[src/rtl/prbs16_pkg.sv]
// Shared definitions for the 16-bit PRBS checker and the generator model that
// feeds it: polynomial x^16+x^14+x^13+x^11+1 tap positions, FSM state enum,
// and the next-bit helper function.
package prbs16_pkg;

  localparam int unsigned LFSR_W = 16;

  // History tap positions; history[0] holds the most recent bit.
  localparam int unsigned TAP_A = 10;
  localparam int unsigned TAP_B = 12;
  localparam int unsigned TAP_C = 13;
  localparam int unsigned TAP_D = 15;

  typedef enum logic {
    SEARCH = 1'b0,
    LOCKED = 1'b1
  } state_e;

  // Next bit of the sequence: b_t = b_{t-11}^b_{t-13}^b_{t-14}^b_{t-16}.
  function automatic logic prbs_pred(input logic [LFSR_W-1:0] h);
    return h[TAP_A] ^ h[TAP_B] ^ h[TAP_C] ^ h[TAP_D];
  endfunction

endpackage

[src/rtl/prbs16_predictor.sv]
// PRBS16 predictor: 16-bit history shift register plus combinational
// next-bit prediction.
//   clk, rst_n   : clock, async active-low reset (clears history)
//   shift_en     : shift one bit into history[0] this cycle
//   use_pred     : shift source select, 1 = predicted bit, 0 = in_bit
//   in_bit       : received bit
//   pred_c       : predicted value of the bit arriving now
//   next_nz_c    : post-shift history would be non-zero
module prbs16_predictor
  import prbs16_pkg::*;
(
  input  logic clk,
  input  logic rst_n,
  input  logic shift_en,
  input  logic use_pred,
  input  logic in_bit,
  output logic pred_c,
  output logic next_nz_c
);

  logic [LFSR_W-1:0] history_q;
  logic [LFSR_W-1:0] history_d;
  logic              shift_bit;

  assign pred_c    = prbs_pred(history_q);
  assign shift_bit = use_pred ? pred_c : in_bit;
  assign history_d = {history_q[LFSR_W-2:0], shift_bit};
  assign next_nz_c = |history_d;

  // History register
  always_ff @(posedge clk or negedge rst_n) begin
    if (!rst_n) begin
      history_q <= '0;
    end else if (shift_en) begin
      history_q <= history_d;
    end
  end

endmodule

[config.mk]
export PLATFORM = sky130hd
export DESIGN_NAME = prbs16_predictor
export DESIGN_NICKNAME = d
export VERILOG_FILES = /design/src/rtl/prbs16_pkg.sv /design/src/rtl/prbs16_predictor.sv
export SDC_FILE = /design/constraint.sdc
export NUM_CORES = 1
export LEC_CHECK = 0
export ABC_AREA = 1
export BUFFER_PORTS_ARGS = -buffer_cell sky130_fd_sc_hd__clkbuf_2
export CAP_MARGIN = 10
export CORE_AREA = 4 4 41 43
export CTS_BUF_LIST = sky130_fd_sc_hd__clkbuf_4
export DETAILED_ROUTE_END_ITERATION = 10
export DIE_AREA = 0 0 45 47
export PLACE_DENSITY = 0.84
export RECOVER_POWER = 50
export SETUP_SLACK_MARGIN = 0.05
export SYNTH_ARGS = -nofsm -noshare
export SYNTH_HDL_FRONTEND = slang
export SYNTH_SLANG_ARGS = --single-unit
[constraint.sdc]
create_clock -name clk -period 2.7 [get_ports clk]
set_input_delay 0.54 -clock clk [delete_from_list [all_inputs] [get_ports clk]]
set_output_delay 0.54 -clock clk [all_outputs]
set_load 0.01 [all_outputs]
==> results of run 1 <==
-- final timing paths --
path                                            from                   endpoint  slack (ns)
max in group asynchronous                      rst_n  history_q[13]$_DFFE_PN0P_        1.86
max reg2reg                history_q[12]$_DFFE_PN0P_   history_q[0]$_DFFE_PN0P_        1.70
min                                            rst_n   history_q[5]$_DFFE_PN0P_        0.32
min reg2reg                 history_q[8]$_DFFE_PN0P_   history_q[9]$_DFFE_PN0P_        0.49
max                        history_q[10]$_DFFE_PN0P_                  next_nz_c        0.84
min in group clk            history_q[8]$_DFFE_PN0P_   history_q[9]$_DFFE_PN0P_        0.49
-- critical path: stages (launching register included) --
cell	delay (ns)
dfrtp_1	0.40
inv_1	0.09
nand2_1	0.08
nor3_1	0.13
nand2_1	0.06
nor2_1	0.10
nand2_1	0.06
clkbuf_2	0.12
-- layer usage --
metal,track usage (%),part of all wire [%]
met1,17.3,45
met2,24.9,51
met3,2.30,3.0
met4,7.02,0.81
met5,0,0
-- through the flow --
| step | hold slack, ns | cells | util (%) | setup slack [ns] |
|---|---|---|---|---|
| final | 0.324 | 111 | 60.5 | 0.844 |
| after global routing | 0.397 | 111 | 60.5 | 0.696 |
| after CTS | 0.172 | 111 | 60.7 | 0.810 |
| after detailed placement | 0.475 | 107 | 58.7 | 0.993 |
| after global placement | 0.467 | 107 | 58.7 | 1.00 |
| after floorplan | 0.244 | 88 | - | 1.18 |
-- power by group through the flow --
stage               logic, mW  registers (mW)  clock network (mW)
global route            0.151           0.318               0.140
finish                  0.131           0.311               0.123
global placement        0.126           0.314                   0
CTS                     0.135           0.311               0.128
floorplan              0.0996           0.309                   0
detailed placement      0.133           0.316                   0
-- Yosys cell counts (all sizes together) --
library cell,n
xnor2,1
nand4,1
inv,12
nor2,4
dfrtp,16
o21ai,14
nor3,3
or2,1
nand3,2
buf,2
nand2,32
-- kinds of logic (layout without fill, tap and decap cells) --
kind of cell | count (synthesis) | after routing | share of synthesized area [%]
simple gates | 43 | 43 | 26.3
flops | 16 | 16 | 55.3
compound gates | 14 | 14 | 9.67
buf+inv | 14 | 22 | 7.60
xor+xnor | 1 | 1 | 1.21
-- cell type report --
class                   instances  area share, %
flip-flops and latches         16           50.9
clock buffers                   3           2.86
repair buffers                  6           3.50
well taps                      15           2.38
inverters                      12           5.72
multi-input cells              58           34.2
clock inverters                 1          0.477
==> impl_metrics.env, run 1 <==
export IMPL_status="finished clean"
export IMPL_regMostFlops="history_q"
export IMPL_seqPwrFrac_pct=55.1
export IMPL_synth_seq_area_share_pct=55.3
export IMPL_fin_skew_ns=0.00407
export IMPL_drtPass1Iterations=4
export IMPL_ir_drop_uv=451
export IMPL_port_buffers=6
export IMPL_totalWireLength_um=1240
export IMPL_postLayoutCellArea_um2=787
export IMPL_max_slew_worst_pin_slew_ns=0.871
export IMPL_setup_tns_ns=0
export IMPL_routedWlPerCell_um=11.2
export IMPL_r2r_cells=7
export IMPL_dpl_hpwl_um=923
export IMPL_via_count=557
export IMPL_route_detailed_drc=0
export IMPL_cts_made_buffers=3
export IMPL_clock_latency_ns=0.28
export IMPL_ys_warn_count=0
export IMPL_ys_seq_elements=16
export IMPL_final_nets=102
export IMPL_placed_area_um2=763
export IMPL_antenna_found_initial=0
export IMPL_power_leakage_nw=0.389
export IMPL_track_usage_pct=14.3
export IMPL_rows=13
export IMPL_synth_top_cell_by_area="dfrtp_1"
export IMPL_die_area_um2=2120
export IMPL_drive_above_1_share_pct=17.7
export IMPL_final_common_cell="nand2_1"
export IMPL_finalSetupViolations=0
export IMPL_critPathRequiredTime_ns=2.16
export IMPL_timing_final_crit_share_pct=68.7
export IMPL_synthCells=88
export IMPL_h_tree_depth=1
export IMPL_clockBufferDepth=2
export IMPL_viasPerCell=5.02
export IMPL_largest_reg_flops=16
export IMPL_grt_pass1_vias=546
export IMPL_die_w_um=45
export IMPL_worstSetupEndpointType="primary output"
export IMPL_path_class="register to primary output"
export IMPL_path_clk_slew_ns=0.09
export IMPL_rsz0062_at_grt="no"
export IMPL_cts_tree="yes"
export IMPL_cts_root_buf="clkbuf_4"
export IMPL_regArea_um2=400
export IMPL_synth_top_area_share_pct=55.3
export IMPL_diodes=0
export IMPL_finalPower_mw=0.565
export IMPL_p_clk_share_pct=21.7
export IMPL_cts_sinks=16
export IMPL_max_freq_mhz=539
export IMPL_place_gp_congestion=0.700
export IMPL_die_y_um=47
export IMPL_p_int_mw=0.385
export IMPL_critPathMaxFanout=3
export IMPL_multi_input_area_um2=269
export IMPL_layout_min_cycle_time_ns=1.86
export IMPL_pwr_density_cell_nw_per_um2=718
export IMPL_finalHoldViolCount=0
export IMPL_core_area_um2=1300
export IMPL_hold_buffers=0
export IMPL_post_cts_setup_buffer_count=0
export IMPL_syn_num_nets=93
export IMPL_n_fill_cell=123
export IMPL_p_sw_mw=0.180
export IMPL_layout_common_cells="nand2_1 (30), dfrtp_1 (16), o21ai_0 (13)"
export IMPL_reg_largest_list="history_q: 16 flops"
export IMPL_crit_arrival_ns=1.32
export IMPL_grt_overflow=0
export IMPL_swShare_pct=31.9
export IMPL_final_max_slew_viol_count=0
export IMPL_area_growth_pct=8.64
export IMPL_maxCapViolations=0
export IMPL_cts_resized=0
export IMPL_ant_nets=0
export IMPL_hp_class="input port to asynchronous set/reset pin"
export IMPL_initial_core_util_pct=55.7
export IMPL_startpoint_type="register"
export IMPL_yosysUniqueCellTypes=15
export IMPL_mappedNetlistArea_um2=724
export IMPL_grt_start_max_net_pins=24
export IMPL_drtIter0Drc=8
export IMPL_io_pins=7
export IMPL_relSlewSlack_pct=42.0
export IMPL_power_frac_comb_pct=23.1
export IMPL_grt_pass1_wl_um=2180
export IMPL_syn_mean_instance_area_um2=8.23
export IMPL_synth_top_cells_by_area="dfrtp_1 (55%), nand2_1 (16%), o21ai_0 (9.0%)"
Note: power is estimated with default switching activity, not from simulation.
==> run 2, diff against run 1 <==
- CORE_AREA: 4 4 41 43 -> default
- CORE_MARGIN: default -> 4
- CORE_UTILIZATION: default -> 53
- DIE_AREA: 0 0 45 47 -> default
- PLACE_DENSITY: 0.84 -> 0.85
- clock period: 2.7 -> 1.6 ns (I/O delays scaled with it)
==> run 2 against run 1 <==
  * Clock skew is 0.0016 ns lower
  * Cell count is 1.8% higher
  * Worst hold slack better by 0.055 ns
  * Non-clock buffer count rose by 3
  * Register-to-register slack got worse by 1.2 ns
  * Clock power grew 61%
==> impl_metrics.env, run 2 (same netlist as run 1, synthesis figures left out) <==
export IMPL_status="finished clean"
export IMPL_path_class="register to primary output"
export IMPL_dpl_hpwl_um=903
export IMPL_routedWlPerCell_um=11.5
export IMPL_critPathMaxFanout=4
export IMPL_drtPass1Iterations=4
export IMPL_grt_start_max_net_pins=24
export IMPL_diodes=0
export IMPL_largest_reg_flops=16
export IMPL_cts_sinks=16
export IMPL_drive_above_1_share_pct=29.6
export IMPL_totalWireLength_um=1300
export IMPL_layout_min_cycle_time_ns=1.59
export IMPL_grt_pass1_wl_um=2200
export IMPL_utilization_pct=64.0
export IMPL_port_buffers=6
export IMPL_track_usage_pct=14.7
export IMPL_die_area_um2=2020
export IMPL_crit_arrival_ns=1.27
export IMPL_path_clk_slew_ns=0.09
export IMPL_via_count=560
export IMPL_regMostFlops="history_q"
export IMPL_max_freq_mhz=627
export IMPL_drtIter0Drc=4
export IMPL_h_tree_depth=1
export IMPL_setup_slack_ns=0.00606
export IMPL_worstSetupEndpointType="primary output"
export IMPL_power_leakage_nw=0.401
export IMPL_cts_tree="yes"
export IMPL_route_detailed_drc=0
export IMPL_fin_skew_ns=0.00248
export IMPL_ant_nets=0
export IMPL_pwr_density_cell_nw_per_um2=1180
export IMPL_r2r_slack_ns=0.50
export IMPL_cts_made_buffers=3
export IMPL_timing_final_crit_share_pct=99.6
export IMPL_final_max_slew_viol_count=0
export IMPL_finalPower_mw=0.986
export IMPL_startpoint_type="register"
export IMPL_dpl_worst_slack_ns=0.283
export IMPL_maxCapViolations=0
export IMPL_rsz0062_at_grt="yes"
export IMPL_critPathRequiredTime_ns=1.28
export IMPL_grt_overflow=0
export IMPL_viasPerCell=4.96
export IMPL_max_slew_worst_pin_slew_ns=0.882
export IMPL_core_area_um2=1300
export IMPL_die_w_um=45.0
export IMPL_reg_largest_list="history_q: 16 flops"
export IMPL_io_pins=7
export IMPL_grt_pass1_vias=541
export IMPL_final_common_cell="nand2_1"
export IMPL_antenna_found_initial=0
export IMPL_hp_class="input port to register"
export IMPL_finalSetupViolations=0
export IMPL_cts_root_buf="clkbuf_4"
export IMPL_clock_latency_ns=0.27
export IMPL_relSlewSlack_pct=41.2
export IMPL_place_gp_congestion=0.693
export IMPL_initial_core_util_pct=55.7
export IMPL_clockBufferDepth=2
export IMPL_finalHoldViolCount=0
export IMPL_layout_common_cells="nand2_1 (27), dfrtp_1 (14), o21ai_0 (13)"
export IMPL_final_nets=105
export IMPL_die_y_um=45.0
export IMPL_rows=13
export IMPL_ir_drop_uv=736
export IMPL_area_growth_pct=15.0
-- run 2: changes by cell type in the layout (fill, tap and decap cells not counted), sizes merged --
cell | previous run | this run
buf | 0 | 4
clkbuf | 9 | 7
clkinv | 1 | 0
dlygate4sd3 | 0 | 1
-- run 2: metal layers --
metal  wire length, um  share of wire, %  vias up  track usage (%)
li1                  -                 -      291                -
met1               635                49      265             20.3
met2               633                49        4             23.2
met3                28               2.2        0             2.39
met4                 0                 0        0             5.26
met5                 0                 0        -                0
-- run 2: through the flow --
step	hold slack (ns)	cell area [um^2]	std cells	setup TNS, ns
3_3_place_gp	0.254	763	107	0
2_1_floorplan	0.0244	724	88	0
4_1_cts	0.373	816	112	-0.00805
5_1_grt	0.387	833	113	-0.117
6_report	0.380	833	113	0
3_5_place_dp	0.268	763	107	0
-- run 2: cell type report --
class,instances,area [um^2]
clock buffers,3,22.5
flip-flops and latches,16,403
multi-input cells,58,292
well taps,15,18.8
repair buffers,9,52.6
fillers,116,468
inverters,12,45.0
-- run 2: path summary, 6_finish.rpt --
kind | from | depth (start not counted) | end
worst max-delay path | history_q[13]$_DFFE_PN0P_ | 8 | next_nz_c
worst min-delay path | in_bit | 4 | history_q[0]$_DFFE_PN0P_
worst max register to register | history_q[12]$_DFFE_PN0P_ | 7 | history_q[0]$_DFFE_PN0P_
worst min register to register | history_q[9]$_DFFE_PN0P_ | 2 | history_q[10]$_DFFE_PN0P_
max in group asynchronous | rst_n | 2 | history_q[13]$_DFFE_PN0P_
min in group asynchronous | rst_n | 2 | history_q[1]$_DFFE_PN0P_
-- run 2: power breakdown --
group	leakage [nW]	internal (mW)	total, mW	switching, mW
Clock	0.0138	0.0870	0.198	0.111
Combinational	0.182	0.108	0.251	0.143
Sequential	0.206	0.475	0.537	0.0616
-- run 2: repair_timing --
action                                  in CTS  in global routing
buffers inserted                             1                  1
endpoints found under the hold margin       16                  0
hold buffers                                 1                  0
gates resized for setup                      3                  9
pin swaps                                    1                  2
endpoints found under the setup margin       1                  2
-- run 2: critical path, cell delays in order, from the launching register on --
cell and delay [ns]:
dfrtp_2 0.45, inv_2 0.07, nand2_1 0.05, nand2_1 0.08, nand2_2 0.06, nand3_2 0.08, nand2_1 0.05, nand2_1 0.05
buf_2 0.12
